File: config.mk
export PLATFORM = sky130hd
export DESIGN_NAME = rvfi_commit_monitor
export DESIGN_NICKNAME = d
export VERILOG_FILES = /design/src/rtl/rvfi_commit_monitor.sv
export SDC_FILE = /design/constraint.sdc
export NUM_CORES = 1
export LEC_CHECK = 0
export BUFFER_PORTS_ARGS = -buffer_cell sky130_fd_sc_hd__buf_4
export CAP_MARGIN = 20
export CORE_ASPECT_RATIO = 0.9
export CORE_MARGIN = 2
export CORE_UTILIZATION = 50
export DETAILED_ROUTE_END_ITERATION = 10
export PLACE_DENSITY = 0.79
export SYNTH_ARGS = -nofsm -noshare
export SYNTH_HDL_FRONTEND = slang
export SYNTH_SLANG_ARGS = --single-unit
File: constraint.sdc
create_clock -name clk -period 6.5 [get_ports clk]
set_clock_uncertainty 0.15 [all_clocks]
set_input_delay 0.325 -clock clk [delete_from_list [all_inputs] [get_ports clk]]
set_output_delay 0.325 -clock clk [all_outputs]
set_load 0.005 [all_outputs]
File: src/rtl/rvfi_commit_monitor.sv
// -----------------------------------------------------------------------------
// rvfi_commit_monitor
//
// Retirement monitor for the mp4 bench. It accepts up to NUM_LANES in-order
// commits per cycle and produces per-lane rvfi order numbers, a sticky halt
// flag (terminal self-loop reached with an empty pipe), a sticky commit
// watchdog timeout and a sticky lane-contiguity protocol error.
//
// Ports
//   clk               clock
//   rst               asynchronous reset, active-high
//   i_commit_valid    lane i retires an instruction this cycle
//   i_commit_pc       lane i pc_rdata, lane i at [i*XLEN +: XLEN]
//   i_commit_pc_next  lane i pc_wdata
//   i_pipe_drained    all stages behind the commit point hold nops
//   o_out_valid       registered copy of i_commit_valid
//   o_out_order       rvfi order of each output lane
//   o_total_commits   running retired count (next order to assign)
//   o_halt            sticky: program reached its terminal loop
//   o_halt_pc         pc of the self-loop instruction that caused halt
//   o_timeout         sticky: no commit for WATCHDOG_CYCLES cycles
//   o_protocol_err    sticky: non-contiguous i_commit_valid observed
// -----------------------------------------------------------------------------
module rvfi_commit_monitor #(
    parameter int NUM_LANES       = 1,
    parameter int XLEN            = 32,
    parameter int ORDER_W         = 64,
    parameter int HALT_REPEAT     = 2,
    parameter int WATCHDOG_CYCLES = 100000
) (
    input  logic                         clk,
    input  logic                         rst,
    input  logic [NUM_LANES-1:0]         i_commit_valid,
    input  logic [NUM_LANES*XLEN-1:0]    i_commit_pc,
    input  logic [NUM_LANES*XLEN-1:0]    i_commit_pc_next,
    input  logic                         i_pipe_drained,
    output logic [NUM_LANES-1:0]         o_out_valid,
    output logic [NUM_LANES*ORDER_W-1:0] o_out_order,
    output logic [ORDER_W-1:0]           o_total_commits,
    output logic                         o_halt,
    output logic [XLEN-1:0]              o_halt_pc,
    output logic                         o_timeout,
    output logic                         o_protocol_err
);

    localparam int LANE_W = (NUM_LANES > 1) ? $clog2(NUM_LANES) : 1;
    localparam int CNT_W  = $clog2(NUM_LANES + 1);
    localparam int REP_W  = $clog2(HALT_REPEAT + 1);
    localparam int IDLE_W = $clog2(WATCHDOG_CYCLES + 1);
    localparam logic [REP_W-1:0]  REP_MAX  = REP_W'(HALT_REPEAT);
    localparam logic [IDLE_W-1:0] IDLE_MAX = IDLE_W'(WATCHDOG_CYCLES);

    typedef enum logic {ST_RUN, ST_HALTED} state_t;

    state_t                      r_state;
    logic [ORDER_W-1:0]          r_order_cnt;
    logic [REP_W-1:0]            r_rep_cnt;
    logic [IDLE_W-1:0]           r_idle_cnt;
    logic [NUM_LANES-1:0]        r_out_valid;
    logic [NUM_LANES*ORDER_W-1:0] r_out_order;
    logic [XLEN-1:0]             r_halt_pc;
    logic                        r_timeout;
    logic                        r_protocol_err;

    state_t                      w_state_next;
    logic                        w_any;
    logic                        w_contig;
    logic [CNT_W-1:0]            w_pop;
    logic [CNT_W-1:0]            w_prefix [NUM_LANES];
    logic [NUM_LANES-1:0]        w_lane_loop;
    logic [LANE_W-1:0]           w_hi_idx;
    logic [XLEN-1:0]             w_hi_pc;
    logic                        w_hi_loop;
    logic                        w_all_loop;
    logic [REP_W-1:0]            w_rep_next;
    logic [IDLE_W-1:0]           w_idle_next;
    logic                        w_halt_fire;
    logic [NUM_LANES:0]          w_valid_ext;

    assign w_any       = |i_commit_valid;
    assign w_valid_ext = {1'b0, i_commit_valid};
    // A legal valid vector is 2^k-1: adding one must clear every set bit.
    assign w_contig    = ((w_valid_ext & (w_valid_ext + 1'b1)) == '0);

    // Lane decode: prefix popcounts, per-lane self-loop, highest valid lane.
    always_comb begin
        // NOTE: every always_comb output gets a default first so no path can infer a latch.
        w_pop       = '0;
        w_hi_idx    = '0;
        w_lane_loop = '0;
        for (int i = 0; i < NUM_LANES; i++) begin
            w_prefix[i]    = w_pop;
            w_lane_loop[i] = i_commit_valid[i] &&
                             (i_commit_pc_next[i*XLEN +: XLEN] == i_commit_pc[i*XLEN +: XLEN]);
            if (i_commit_valid[i]) begin
                w_pop    = w_pop + CNT_W'(1);
                w_hi_idx = LANE_W'(i);
            end
        end
        w_hi_pc    = i_commit_pc[w_hi_idx*XLEN +: XLEN];
        w_hi_loop  = w_lane_loop[w_hi_idx];
        w_all_loop = 1'b1;
        for (int i = 0; i < NUM_LANES; i++) begin
            if (i_commit_valid[i] && (LANE_W'(i) < w_hi_idx) &&
                !(w_lane_loop[i] && (i_commit_pc[i*XLEN +: XLEN] == w_hi_pc)))
                w_all_loop = 1'b0;
        end
    end

    // Next-state: repeat counter, halt FSM, watchdog.
    always_comb begin
        w_rep_next   = r_rep_cnt;
        w_idle_next  = r_idle_cnt;
        w_state_next = r_state;
        w_halt_fire  = 1'b0;

        if (w_any) begin
            if (w_hi_loop && w_all_loop)
                w_rep_next = (r_rep_cnt < REP_MAX) ? r_rep_cnt + REP_W'(1) : r_rep_cnt;
            else
                w_rep_next = w_hi_loop ? REP_W'(1) : '0;
        end

        case (r_state)
            ST_RUN: begin
                if (w_any && (w_rep_next >= REP_MAX) && i_pipe_drained) begin
                    w_state_next = ST_HALTED;
                    w_halt_fire  = 1'b1;
                end
                if (w_any)
                    w_idle_next = '0;
                else if (r_idle_cnt < IDLE_MAX)
                    w_idle_next = r_idle_cnt + IDLE_W'(1);
            end
            default: ;  // halted: watchdog frozen, state absorbing
        endcase
    end

    always_ff @(posedge clk or posedge rst) begin
        if (rst) begin
            r_state        <= ST_RUN;
            r_order_cnt    <= '0;
            r_rep_cnt      <= '0;
            r_idle_cnt     <= '0;
            r_out_valid    <= '0;
            r_out_order    <= '0;
            r_halt_pc      <= '0;
            r_timeout      <= 1'b0;
            r_protocol_err <= 1'b0;
        end else begin
            // NOTE: sequential state uses <= so every register samples pre-edge values.
            r_state     <= w_state_next;
            r_order_cnt <= r_order_cnt + ORDER_W'(w_pop);
            r_rep_cnt   <= w_rep_next;
            r_idle_cnt  <= w_idle_next;
            r_out_valid <= i_commit_valid;
            for (int i = 0; i < NUM_LANES; i++)
                r_out_order[i*ORDER_W +: ORDER_W] <= r_order_cnt + ORDER_W'(w_prefix[i]);
            if (w_halt_fire)
                r_halt_pc <= w_hi_pc;
            if (w_idle_next == IDLE_MAX)
                r_timeout <= 1'b1;
            if (w_any && !w_contig)
                r_protocol_err <= 1'b1;
        end
    end

    assign o_out_valid     = r_out_valid;
    assign o_out_order     = r_out_order;
    assign o_total_commits = r_order_cnt;
    assign o_halt          = (r_state == ST_HALTED);
    assign o_halt_pc       = r_halt_pc;
    assign o_timeout       = r_timeout;
    assign o_protocol_err  = r_protocol_err;

endmodule

==> impl_metrics.csv <==
group,metric,value,unit
final_layout,layout.cells.non_filler,1025,
logic_synthesis,ys_warn_count,0,
timing,finalHoldViolCount,0,
timing,max_freq,274,MHz
critical_path,crit_cells,11,
critical_path,cp_slowest_cell,"nor3_1",
clock_network,numCtsBuffers,17,
place,dp_slack,3080,ps
critical_path,cp-start-kind,"input port",
routing,routed_wl,18.7,mm
logic_synthesis,ys_types,51,
logic_synthesis,ys_seq_elements,182,
critical_path,critical_path.max_fanout,8,
global_route,grt_pass1_wl,30.1,mm
min_path,hp-class,"input port to flip-flop",
floorplanning,initial_core_util,51.7,%
logic_synthesis,netlist_area,7320,um^2
floorplanning,io_pins,232,
min_path,hold_depth,2,
timing,setup_violations,0,
clock_network,cts_resized,0,
place,io_buffers,230,
global_route,grt-ovfl-total,0,
clock_network,cts_tree,"done",
pwr,peakVddDrop,0.168,mV
routing,ant_nets,0,
global_route,grt_pass1_vias,5662,
pwr,p_switching,0.000538,W
clock_network,clock_latency,420,ps
global_route,grt_max_degree,98,
critical_path,path_class,"input port to flip-flop",
final_layout,syn_to_final_growth,37.9,%
floorplanning,coreArea,14200,um^2
timing,finalCritPeriodShare,56.2,%
clock_network,cts-root-buf,"clkbuf_16",
place,postPlaceCellArea,9190,um^2
critical_path,end_kind,"flip-flop",
pwr,pwr-share-seq,49.6,%
pwr,switching_share,22.0,%
floorplanning,die_y,119,um
timing,hold_ws,20.6,ps
logic_synthesis,synthCells,556,
place,dp.cells,967,
routing,via_per_inst,5.28,
critical_path,path_cells,"dlygate4sd3_1 -> buf_4 -> ha_1 -> ha_1 -> inv_1 -> or2_2 -> nor3_1 -> nand3_1 -> nor3_1 -> nand4_1 -> xnor2_1",
floorplanning,die_w,132,um
pwr,clock_power_share,41.7,%
clock_network,cts_max_level,4,
logic_synthesis,ys_seq_area_share,62.2,%
place,dp_hpwl,12.8,mm
final_layout,nFillCells,945,
final_layout,final_nets,895,
logic_synthesis,synth_edf_count,0,
critical_path,cpPeakStageDelay,760,ps
timing,setup_tns,0,ps
place,gp_congestion,0.852,
floorplanning,dieArea,15600,um^2
timing,maxSlewHeadroom,36.4,%
pwr,power_leakage,5.23,nW
critical_path,critical_path_buf_inv_count,3,
global_route,grt_usage,24.4,%
routing,drcViolationCount,0,
timing,period_needed,3650,ps
routing,vias,5411,
clock_network,cts_setup_buffers,0,
global_route,antenna_found_initial,0,
logic_synthesis,synthFlopType,"dfrtp_1",
pwr,powerDensity,243,nW/um^2
final_layout,final_cell_area,10100,um^2
clock_network,clock_path_buffers,2,
logic_synthesis,synth_area_per_cell,13.2,um^2
critical_path,reg2reg_depth,9,
timing,worst_pin_slew,946,ps
final_layout,antenna_cells,0,
floorplanning,rows,41,
routing,dr.pass1.iters,5,
pwr,power_frac_comb,8.7,%
run_status,outcome,"finished clean",
timing,rsz0062_at_grt,"false",
final_layout,drive_gt1_share,36.1,%
critical_path,critPathTopFamily,"simple AND/OR/NAND/NOR gates",
critical_path,required,6670,ps
flow_run,maxCapViolCount,0,
timing,worst_slack,2850,ps
clock_network,clk_pin_slew_worst_paths,60,ps
pwr,internal-power,0.00191,W
critical_path,cp.arrival,3820,ps
routing,wl_per_cell,18.2,um
timing,final_max_slew_viol_count,0,
logic_synthesis,async_reset_ff_share,100,%
logic_synthesis,synth_nets,628,
routing,drtIter0Drc,302,
clock_network,cts_sinks,182,
cell usage after synthesis (4+ instances only):
| cell | instances | area (um^2) |
|---|---|---|
| dfrtp_1 | 182 | 4550 |
| xnor2_1 | 54 | 473 |
| xor2_1 | 54 | 473 |
| nor2_1 | 34 | 128 |
| nand3_1 | 33 | 165 |
| mux2_4 | 30 | 450 |
| nand2_1 | 30 | 113 |
| and3_1 | 18 | 113 |
| nand4_1 | 16 | 100 |
| inv_1 | 15 | 56.3 |
| nor3_1 | 10 | 50.1 |
| nor4_1 | 9 | 56.3 |
| and4_1 | 7 | 61.3 |
| clkbuf_1 | 7 | 26.3 |
| a21oi_1 | 6 | 30.0 |
| ha_1 | 4 | 50.1 |
routing by layer:
| metal | vias to the layer above | GRT usage [%] | routed length (um) |
|---|---|---|---|
| li1 | 2438 | - | - |
| met4 | 0 | 9.58 | 479 |
| met3 | 36 | 8.49 | 1280 |
| met5 | - | 0 | 0 |
| met1 | 2704 | 30.0 | 7570 |
| met2 | 233 | 39.6 | 9350 |
cell type report:
cell class              instances  area [um^2]  area share [%]
clock buffers                  20          457            4.53
clock inverters                 8          125            1.24
inverters                      15         61.3           0.608
multi-input cells             346         2600            25.7
flip-flops and latches        182         4550            45.1
well taps                     193          241            2.39
repair buffers                261         2050            20.4
power by group through the flow:
stage | registers, W | logic, W | clock network (W)
2_1_floorplan | 0.00123 | 0.0000653 | 0
3_3_place_gp | 0.00123 | 0.000189 | 0
3_5_place_dp | 0.00124 | 0.000196 | 0
4_1_cts | 0.00122 | 0.000210 | 0.00105
5_1_grt | 0.00122 | 0.000230 | 0.00110
6_report | 0.00121 | 0.000212 | 0.00102
cells in the final DEF (no fill, tap or decap), types with 3 or more instances in the layout:
cell type / netlist / routed
nand2_1: 30 / 30
buf_4: 1 / 231
ha_1: 4 / 4
inv_6: 0 / 3
nand4_1: 16 / 16
and3_1: 18 / 18
and2_1: 3 / 3
a21oi_1: 6 / 6
clkbuf_16: 0 / 17
bufinv_16: 0 / 3
dfrtp_1: 182 / 182
and4_1: 7 / 7
xor2_1: 54 / 54
mux2_4: 30 / 30
o22ai_1: 3 / 3
nor4_1: 9 / 9
nand3_1: 33 / 33
nor2_1: 34 / 34
xnor2_1: 54 / 54
inv_1: 15 / 14
dlygate4sd3_1: 0 / 28
nor3_1: 10 / 10
flip-flops by register name (all words and copies together), names as in the netlist, named ones only:
signal	count
o_halt	1
o_halt_pc	32
o_out_order	64
o_out_valid	1
o_timeout	1
o_total_commits	64
r_idle_cnt	17
r_rep_cnt	1
through the flow:
stage | power [W] | util [%]
floorplan | 0.00130 | -
global placement | 0.00142 | 64.9
detailed placement | 0.00143 | 64.9
CTS | 0.00247 | 70.8
global route | 0.00255 | 71.3
finish | 0.00245 | 71.3
cells by family after synthesis:
group | share of synthesized area (%)
compound gates | 2.26
xor+xnor | 12.9
fa+ha+maj | 0.684
buf+inv | 2.27
flops | 62.2
mux | 6.60
other cells | 0.0513
simple gates | 13.0
timing repair:
item,CTS,global route
setup endpoints to repair,0,0
endpoints found under the hold margin,121,2
hold buffers,26,2
worst paths after layout:
kind,endpoint,slack (ps),start
max,o_total_commits[52],2850,i_commit_valid
min,o_halt_pc[15],20,i_commit_pc[15]
max reg2reg,o_total_commits[52],3100,o_total_commits[0]
min reg2reg,o_out_order[0],280,o_total_commits[0]
max in group asynchronous,o_out_order[26],4450,rst
min in group asynchronous,o_out_order[52],500,rst
worst reg2reg max path: cells and delay by family, from the launching register on:
| family | cells | cell delay [ps] |
|---|---|---|
| xor gates and xnor gates | 1 | 240 |
| adders and majority gates | 2 | 440 |
| buffers and inverters | 1 | 50 |
| DFF | 1 | 390 |
| and+or+nand+nor | 5 | 2050 |
No activity file was read; power rests on OpenSTA's default activity.
